--- config.mk ---
export PLATFORM = sky130hd
export DESIGN_NAME = frame_read_arbiter
export DESIGN_NICKNAME = d
export VERILOG_FILES = /design/src/rtl/frame_read_arbiter.sv
export SDC_FILE = /design/constraint.sdc
export NUM_CORES = 1
export LEC_CHECK = 0
export ABC_AREA = 1
export BUFFER_PORTS_ARGS = -buffer_cell sky130_fd_sc_hd__buf_2
export CELL_PAD_IN_SITES_DETAIL_PLACEMENT = 1
export CELL_PAD_IN_SITES_GLOBAL_PLACEMENT = 1
export CORE_UTILIZATION = 39
export DETAILED_ROUTE_END_ITERATION = 10
export GPL_TIMING_DRIVEN = 0
export PLACE_DENSITY_LB_ADDON = 0.3
export SYNTH_ARGS = -nofsm -noshare
export SYNTH_HDL_FRONTEND = slang
export SYNTH_SLANG_ARGS = --single-unit
--- constraint.sdc ---
create_clock -name clk_i -period 4.2 [get_ports clk_i]
set_input_delay 0.42 -clock clk_i [delete_from_list [all_inputs] [get_ports clk_i]]
set_output_delay 0.42 -clock clk_i [all_outputs]
set_load 0.01 [all_outputs]
--- src/rtl/frame_read_arbiter.sv ---
`default_nettype none
// +----------------------------------------------------------------------------+
// | frame_read_arbiter                                                         |
// | Shares the frame-buffer BRAM read port between host readback and the       |
// | accelerator fetch, with a starvation guard and a return-tag pipeline.      |
// | Revision: 1.0                                                              |
// +----------------------------------------------------------------------------+
module frame_read_arbiter #(
   parameter int ADDR_W        = 16,
   parameter int DATA_W        = 8,
   parameter int MEM_LAT       = 2,
   parameter int HOST_MAX_WAIT = 8
) (
   input  logic              clk_i,
   input  logic              rst_ni,
   input  logic              wr_busy_i,
   input  logic              host_req_i,
   input  logic [ADDR_W-1:0] host_addr_i,
   output logic              host_gnt_o,
   output logic              host_rvalid_o,
   output logic [DATA_W-1:0] host_rdata_o,
   input  logic              acc_req_i,
   input  logic [ADDR_W-1:0] acc_addr_i,
   output logic              acc_gnt_o,
   output logic              acc_rvalid_o,
   output logic [DATA_W-1:0] acc_rdata_o,
   output logic              mem_rd_en_o,
   output logic [ADDR_W-1:0] mem_addr_o,
   input  logic [DATA_W-1:0] mem_rdata_i,
   output logic [7:0]        host_wait_max_o
);

   localparam logic [0:0] ST_ACC_PRIO   = 1'b0;
   localparam logic [0:0] ST_HOST_FORCE = 1'b1;
   localparam logic [7:0] C_WAIT_SAT    = 8'hFF;
   localparam logic [7:0] C_WAIT_LIMIT  = 8'(HOST_MAX_WAIT);

   logic                run_q;
   logic [0:0]          state_q, state_d;
   logic [7:0]          wait_q, wait_d;
   logic [7:0]          wait_max_q, wait_max_d;
   logic [ADDR_W-1:0]   addr_q;
   logic [MEM_LAT-1:0]  vld_q, vld_d;
   logic [MEM_LAT-1:0]  own_q, own_d;
   logic [DATA_W-1:0]   host_rdata_q, acc_rdata_q;

   logic                w_arb_ok;
   logic                w_host_gnt;
   logic                w_acc_gnt;
   logic                w_issue;

   // run_q keeps every grant low until one clean edge has passed after reset.
   always_comb begin
      w_arb_ok   = run_q & ~wr_busy_i;
      w_host_gnt = 1'b0;
      w_acc_gnt  = 1'b0;
      if (w_arb_ok) begin
         if (state_q == ST_HOST_FORCE) begin
            w_host_gnt = host_req_i;
            w_acc_gnt  = acc_req_i & ~host_req_i;
         end else begin
            w_acc_gnt  = acc_req_i;
            w_host_gnt = host_req_i & ~acc_req_i;
         end
      end
   end

   assign w_issue = w_host_gnt | w_acc_gnt;

   always_comb begin
      wait_d = wait_q;
      if (!host_req_i || w_host_gnt) begin
         wait_d = '0;
      end else if (w_arb_ok && (wait_q != C_WAIT_SAT)) begin
         wait_d = wait_q + 8'd1;
      end
   end

   assign wait_max_d = (wait_q > wait_max_q) ? wait_q : wait_max_q;

   // The FSM is frozen while the writer owns the port.
   always_comb begin
      state_d = state_q;
      if (w_arb_ok) begin
         case (state_q)
            ST_ACC_PRIO: begin
               if (wait_d >= C_WAIT_LIMIT) begin
                  state_d = ST_HOST_FORCE;
               end
            end
            default: begin
               if (w_host_gnt || !host_req_i) begin
                  state_d = ST_ACC_PRIO;
               end
            end
         endcase
      end
   end

   always_comb begin
      vld_d    = vld_q;
      own_d    = own_q;
      vld_d[0] = w_issue;
      own_d[0] = w_host_gnt;
      for (int i = 1; i < MEM_LAT; i++) begin
         vld_d[i] = vld_q[i-1];
         own_d[i] = own_q[i-1];
      end
   end

   always_ff @(posedge clk_i or negedge rst_ni) begin
      if (!rst_ni) begin
         run_q        <= 1'b0;
         state_q      <= ST_ACC_PRIO;
         wait_q       <= '0;
         wait_max_q   <= '0;
         addr_q       <= '0;
         vld_q        <= '0;
         own_q        <= '0;
         host_rdata_q <= '0;
         acc_rdata_q  <= '0;
      end else begin
         run_q        <= 1'b1;
         state_q      <= state_d;
         wait_q       <= wait_d;
         wait_max_q   <= wait_max_d;
         addr_q       <= mem_addr_o;
         vld_q        <= vld_d;
         own_q        <= own_d;
         host_rdata_q <= host_rdata_o;
         acc_rdata_q  <= acc_rdata_o;
      end
   end

   assign host_gnt_o      = w_host_gnt;
   assign acc_gnt_o       = w_acc_gnt;
   assign mem_rd_en_o     = w_issue;
   assign mem_addr_o      = w_host_gnt ? host_addr_i :
                            (w_acc_gnt ? acc_addr_i : addr_q);
   assign host_rvalid_o   = vld_q[MEM_LAT-1] & own_q[MEM_LAT-1];
   assign acc_rvalid_o    = vld_q[MEM_LAT-1] & ~own_q[MEM_LAT-1];
   // Read data is a passthrough; the side that does not own the return holds.
   assign host_rdata_o    = host_rvalid_o ? mem_rdata_i : host_rdata_q;
   assign acc_rdata_o     = acc_rvalid_o  ? mem_rdata_i : acc_rdata_q;
   assign host_wait_max_o = wait_max_q;

endmodule
`default_nettype wire

==> reports/metrics.cfg, run 1 <==
[status]
status = completed

[pwr]
switching_power_w = 0.000411
power_w = 0.00131
p_sw_frac = 0.313
p_comb_frac = 0.244
power_density_mw_per_mm2 = 403
seqPwrFrac = 0.473
pwr-share-clk = 0.283
p_leak_nw = 1.81
irDropWorstVdd_mv = 0.215
intPower_w = 0.000901

[layout]
drive_gt1_frac = 0.302
fillers = 799
n_antenna_cell = 0
nets = 454
seq_area_mm2 = 0.00135
area_delta_synth_final_pct = 26.4
layout_commonest_cell = buf_2
layout_common_cells = buf_2, nand2_1, dfrtp_1, a21oi_1, inv_1
multi_input_area_mm2 = 0.00104

[clock_tree]
clk_latency_ns = 0.31
clk_path_buf_depth = 2
cts_root_buf = clkbuf_8
cts.clk_slew.worst_paths_ns = 0.11
postCtsResizedCells = 0
hold_buffers = 0
clock_sinks = 54
postCtsSetupBuffers = 0
cts_tree = built
numCtsBuffers = 5
cts_max_level = 2

[routing]
wl_per_cell_um = 13.5
viasPerCell = 4.87
drt_first_iter_violations = 118
route.detailed.drc = 0
drt_wl_total_um = 6470
drt_first_pass_iters = 4
num_vias = 2329
postRouteAntennaNets = 0

[timing]
tightest_slew_ns = 0.561
rsz0062_at_grt = false
slew_violations = 0
min_period_ns = 2.41
max_clock_freq_mhz = 415
tns_ns = 0
layout_setup_ws_ns = 1.79
hold_violations = 0
slew_headroom = 0.626
setup_violations = 0
clock_skew_ns = 0.00575
period_share = 0.574

[critical_path]
rr_startpoint = wait_q[3]
reg2reg_slack_ns = 2.30
slowest_stage = dfrtp_1
worstPathRequired_ns = 3.78
slowest_delay_ns = 0.41
cp.arrival_ns = 1.99
cp_cell_sequence = nand2_4 > inv_2 > nand3_2 > buf_1 > nand2_1 > a21oi_1 > buf_2
reg2reg_to = host_wait_max_o[6]
path_class = register to primary output
cp-end-kind = primary output
worst-r2r-cell-count = 9
cp_max_fo = 10
start_kind = register

[logic_synthesis]
syn_area_mm2 = 0.00257
synthArstFlopShare = 1.00
synth_compound_area_frac = 0.135
ys_top_cells_by_area = dfrtp_1, nand2_1, a21oi_1
yosysTopAreaCellShare = 0.525
seq_area_frac_synth = 0.525
syn_avg_cell_area_um2 = 8.50
synthFlopType = dfrtp_1
synthMuxAreaShare = 0
ys_ff_latch = 54
synth_edf_count = 0
synth_top_family_by_area = simple AND/OR/NAND/NOR gates
syn_inst = 303
synth_fa_ha_area_frac = 0.0437
synth_nets = 357
synth_xor_area_frac = 0.00680
synth_cell_types = 25
synthSimpleGateAreaFrac = 0.215
netlist.top_cell.by_area = dfrtp_1
ys_warn_count = 0

[global_route]
grt_pass1_vias = 2390
top_usage_layer = met2
grt_max_degree = 55
antenna_found_initial = 0
grt_use_met1 = 0.258
grt_pass1_wl_um = 11200
grt_use_total = 0.198
grt_util_met3 = 0.0447
use_met2 = 0.335
overflow = 0

[die]
die_w_um = 83.3
io_pins = 90
die_area_mm2 = 0.00693
fp.dieH_um = 83.3
rows = 29
core_area_mm2 = 0.00635
start_util = 0.406

[placed_design]
place_hpwl_um = 4880
port_buffers = 89
post-place-ws_ns = 1.94
globalplace.congestion = 0.777

[hold_path]
worst_hold_path_type = primary input to async pin

[run]
maxCapViolations = 0

## power groups by stage
stage	sequential (W)	combinational, W	clock, W
detailed placement	0.000632	0.000323	0
CTS	0.000622	0.000324	0.000381
global placement	0.000627	0.000311	0
finish	0.000620	0.000320	0.000371
global route	0.000629	0.000361	0.000398
floorplan	0.000626	0.000177	0
## layer usage
metal	vias up	wire length (um)
met3	6	342
met1	1110	2860
met4	0	60
met2	60	3210
li1	1153	-
met5	-	0
## per-stage QoR
stage	cells	hold slack (ns)	util	cell area, um^2
4_1_cts	477	0.357	0.509	3230
2_1_floorplan	303	0.124	-	2570
5_1_grt	478	0.112	0.513	3250
6_report	478	0.0777	0.513	3250
3_5_place_dp	469	0.338	0.491	3120
3_3_place_gp	469	0.334	0.491	3120
## sequential cells by signal, indices dropped and copies added, names as in the netlist
register         count
acc_rdata_q          8
addr_q              16
host_rdata_q         8
host_wait_max_o      8
own_q                2
run_q                1
state_q              1
vld_q                2
wait_q               8
## critical path, delay by kind of cell, from the launching register on
| family | cells | cell delay (ns) |
|---|---|---|
| flip-flops | 1 | 0.41 |
| AND/OR/NAND/NOR | 3 | 0.41 |
| buffers and inverters | 3 | 0.63 |
| AO/OA/AOI/OAI | 1 | 0.23 |
## cell type report
| class | count | share of cell area |
|---|---|---|
| plain buffers | 7 | 0.0115 |
| clock buffers | 5 | 0.0211 |
| clock inverters | 3 | 0.0150 |
| inverters | 40 | 0.0461 |
| multi-input cells | 202 | 0.318 |
| flip-flops and latches | 54 | 0.415 |
| well taps | 77 | 0.0296 |
| repair buffers | 90 | 0.143 |
## worst max-delay path by stage
stage | startpoint | cells after the start | slack (ns) | endpoint
CTS | run_q | 7 | 1.73 | mem_addr_o[11]
global route | run_q | 7 | 1.57 | mem_addr_o[11]
global placement | wr_busy_i | 9 | 2.00 | mem_addr_o[13]
detailed placement | wr_busy_i | 9 | 1.94 | mem_addr_o[11]
finish | run_q | 7 | 1.79 | mem_addr_o[11]
floorplan | wr_busy_i | 8 | 2.38 | mem_addr_o[10]
## synthesized netlist by cell type (all sizes together), types with 2 or more instances
cell,instances
nand2,80
dfrtp,54
a21oi,40
inv,40
nor2,28
o21ai,24
nand3,14
ha,9
buf,5
nand4,3
clkbuf,2
xor2,2
## cells by family (layout without fill, tap and decap cells)
group	count (synthesis)	in the layout
xor+xnor	2	2
compound gates	65	65
buf+inv	47	145
fa+ha+maj	9	9
simple gates	125	125
other cells	1	1
flops	54	54
(Power assumes the default switching activity.)
==> inputs of run 2 (changes only) <==
Settings changed: ABC_AREA 1 to 0, CORE_UTILIZATION 39 to 33.
Clock period 4.2 ns to 2.1 ns, I/O delays scaled along.
==> run 2 against run 1 <==
Area after synthesis shrank 3.4%. Sequential cell count did not move. Register-to-register slack worse by 2.2 ns. Critical path type is now register to register. Largest cell class unchanged. Highest routed layer unchanged.
==> reports/metrics.cfg, run 2 <==
[logic_synthesis]
yosysTopAreaCellShare = 0.544  ; was 0.525
ys_top_cells_by_area = dfrtp_1, mux2_2, nand2_1  ; was dfrtp_1, nand2_1, a21oi_1
synthFlopType = dfrtp_1  ; unchanged
syn_inst = 229  ; was 303
syn_avg_cell_area_um2 = 10.9  ; was 8.50 um^2
synth_cell_types = 40  ; was 25
ys_warn_count = 0  ; unchanged
netlist.top_cell.by_area = dfrtp_1  ; unchanged
syn_area_mm2 = 0.00249  ; was 0.00257 mm^2
seq_area_frac_synth = 0.544  ; was 0.525
ys_ff_latch = 54  ; unchanged
synthTopCellsByCount = dfrtp_1, nand2_1, mux2_2  ; was nand2_1, dfrtp_1, a21oi_1
synth_nets = 283  ; was 357
synth_edf_count = 0  ; unchanged
synthArstFlopShare = 1.00  ; unchanged
synth_most_common_cell = dfrtp_1  ; was nand2_1

[layout]
layout_commonest_cell = buf_2  ; unchanged
n_antenna_cell = 0  ; unchanged
nets = 385  ; was 454
area_delta_synth_final_pct = 32.7  ; was 26.4%
fillers = 833  ; was 799
layout_common_cells = buf_2, dfrtp_1, nand2_1, mux2_2, nor2_1  ; was buf_2, nand2_1, dfrtp_1, a21oi_1, inv_1
finalNonFillerCells = 431  ; was 478
largest_reg_flops = 16  ; unchanged
final_core_util = 0.455  ; was 0.513
drive_gt1_frac = 0.461  ; was 0.302
top_register = addr_q  ; unchanged

[routing]
drt_first_iter_violations = 49  ; was 118
postRouteAntennaNets = 0  ; unchanged
drt_first_pass_iters = 2  ; was 4
route.detailed.drc = 0  ; unchanged
viasPerCell = 4.74  ; was 4.87
drt_wl_total_um = 5870  ; was 6470 um
wl_per_cell_um = 13.6  ; was 13.5 um
num_vias = 2042  ; was 2329

[timing]
tns_ns = 0  ; unchanged
period_share = 0.953
setup_violations = 0  ; unchanged
tightest_slew_ns = 0.691  ; was 0.561 ns
slew_violations = 0  ; unchanged
hold_ws_ns = 0.154  ; was 0.0777 ns
max_clock_freq_mhz = 500
hold_violations = 0  ; unchanged
min_period_ns = 2.00
slew_headroom = 0.540  ; was 0.626
clock_skew_ns = 0.0110  ; was 0.00575 ns

[critical_path]
cp_max_fo = 9  ; was 10
worst-r2r-cell-count = 7  ; was 9
start_kind = register  ; unchanged
reg2reg_to = host_wait_max_o[3]  ; was host_wait_max_o[6]
slowest_stage = dfrtp_2  ; was dfrtp_1
cp_cell_sequence = ha_1 > nand3_1 > o22ai_1 > o21ai_0 > a32oi_2 > buf_4 > mux2_2  ; was nand2_4 > inv_2 > nand3_2 > buf_1 > nand2_1 > a21oi_1 > buf_2
slowest_delay_ns = 0.48  ; was 0.41 ns
path_class = register to register  ; was register to primary output
worstPathRequired_ns = 2.30  ; was 3.78 ns
cp-end-kind = register  ; was primary output
reg2reg_slack_ns = 0.1  ; was 2.30 ns
rr_startpoint = wait_q[3]  ; unchanged
cp.arrival_ns = 2.20  ; was 1.99 ns

[status]
status = completed  ; unchanged

[hold_path]
worst_hold_startpoint = mem_rdata_i[7]
holdPathEnd = host_rdata_q[7]
whs_path_depth = 2
worst_hold_path_type = primary input to register  ; was primary input to async pin

[clock_tree]
cts_tree = built  ; unchanged
clk_path_buf_depth = 2  ; unchanged
clk_latency_ns = 0.31  ; about the same
clock_sinks = 54  ; unchanged
cts_max_level = 2  ; unchanged
numCtsBuffers = 5  ; unchanged
cts.clk_slew.worst_paths_ns = 0.11  ; about the same
cts_root_buf = clkbuf_8  ; unchanged

[global_route]
overflow = 0  ; unchanged
antenna_found_initial = 0  ; unchanged
grt_use_total = 0.160  ; was 0.198
grt_max_degree = 55  ; unchanged
grt_pass1_vias = 2165  ; was 2390
grt_pass1_wl_um = 9710  ; was 11200 um

[die]
rows = 31  ; was 29
die_w_um = 88.8  ; was 83.3 um
start_util = 0.343  ; was 0.406
die_area_mm2 = 0.00788  ; was 0.00693 mm^2
fp.dieH_um = 88.8  ; was 83.3 um
core_area_mm2 = 0.00725  ; was 0.00635 mm^2
io_pins = 90  ; unchanged

[run]
maxCapViolations = 0  ; unchanged

[placed_design]
place_inst = 417  ; was 469
port_buffers = 89  ; unchanged
globalplace.congestion = 0.725  ; was 0.777
place_hpwl_um = 4380  ; was 4880 um

[pwr]
irDropWorstVdd_mv = 0.333  ; was 0.215 mV
p_leak_nw = 1.63  ; was 1.81 nW
power_w = 0.00256  ; was 0.00131 W
power_density_mw_per_mm2 = 777  ; was 403 mW/mm^2

## run 2: final cells by class
cell class                 count  area (um^2)  share of cell area
tap                           99          124              0.0375
clock inverter                 2         16.3             0.00493
multi-input combinational    153         1100               0.334
buffer                         6         52.6              0.0159
inverter                      15         61.3              0.0186
clock buffer                   6         82.6              0.0250
sequential                    54         1360               0.411
timing repair buffer          96          503               0.152
## run 2: report_power, final
group / internal (W) / total, W / leakage (nW) / switching, W
logic: 0.000351 / 0.000710 / 0.904 / 0.000360
clock network: 0.000272 / 0.000628 / 0.0478 / 0.000356
registers: 0.00118 / 0.00123 / 0.673 / 0.0000449
total: 0.00180 / 0.00256 / 1.63 / 0.000761
## run 2: cell families (layout without fill, tap and decap cells)
| kind of cell | count (synthesis) | count (layout) | share of synthesized area |
|---|---|---|---|
| fa+ha+maj | 9 | 9 | 0.0453 |
| xor+xnor | 5 | 5 | 0.0176 |
| mux | 25 | 25 | 0.113 |
| compound gates | 32 | 32 | 0.0951 |
| other cells | 1 | 1 | 0.00151 |
| flops | 54 | 54 | 0.544 |
| buf+inv | 22 | 125 | 0.0362 |
| simple gates | 81 | 81 | 0.148 |
## run 2: worst max path at each step
stage,from,to,slack (ns)
6_report,wait_q[3],host_wait_max_o[3],0.1
5_1_grt,wait_q[5],host_wait_max_o[4],-0.002
4_1_cts,state_q,mem_addr_o[12],-0.0007
3_5_place_dp,wr_busy_i,mem_addr_o[12],-0.13
3_3_place_gp,wr_busy_i,mem_addr_o[14],-0.07
2_1_floorplan,wait_q[1],state_q,0.19
## run 2: timing repair
action                                  in CTS  in global routing
buffers inserted                             2                  4
hold endpoints to repair                     0                 17
pin swaps                                    1                  1
endpoints found under the setup margin      27                 23
hold buffers                                 0                  1
gates resized for setup                     12                 24
cloned                                       0                  0
## run 2: critical path: cells and delay by family, from the launching register on
kind            cells  cell delay, ns
flops               1            0.48
compound gates      3            0.46
fa+ha+maj           1            0.34
mux                 1            0.33
buf+inv             1            0.20
simple gates        1            0.09
## run 2: stage by stage
stage	setup slack (ns)	instance area, um^2
floorplan	0.190	2490
global placement	-0.0739	3060
detailed placement	-0.132	3060
CTS	-0.000722	3200
global route	-0.00181	3300
finish	0.0996	3300
## run 2: routing by layer
layer  vias up  GRT usage  part of all wire  wire (um)
met5         -          0                 0          0
met2        59      0.271              0.48       2800
li1        991          -                 -          -
met1       987      0.200              0.45       2650
met3         5     0.0494             0.062        362
met4         0     0.0396            0.0097         57
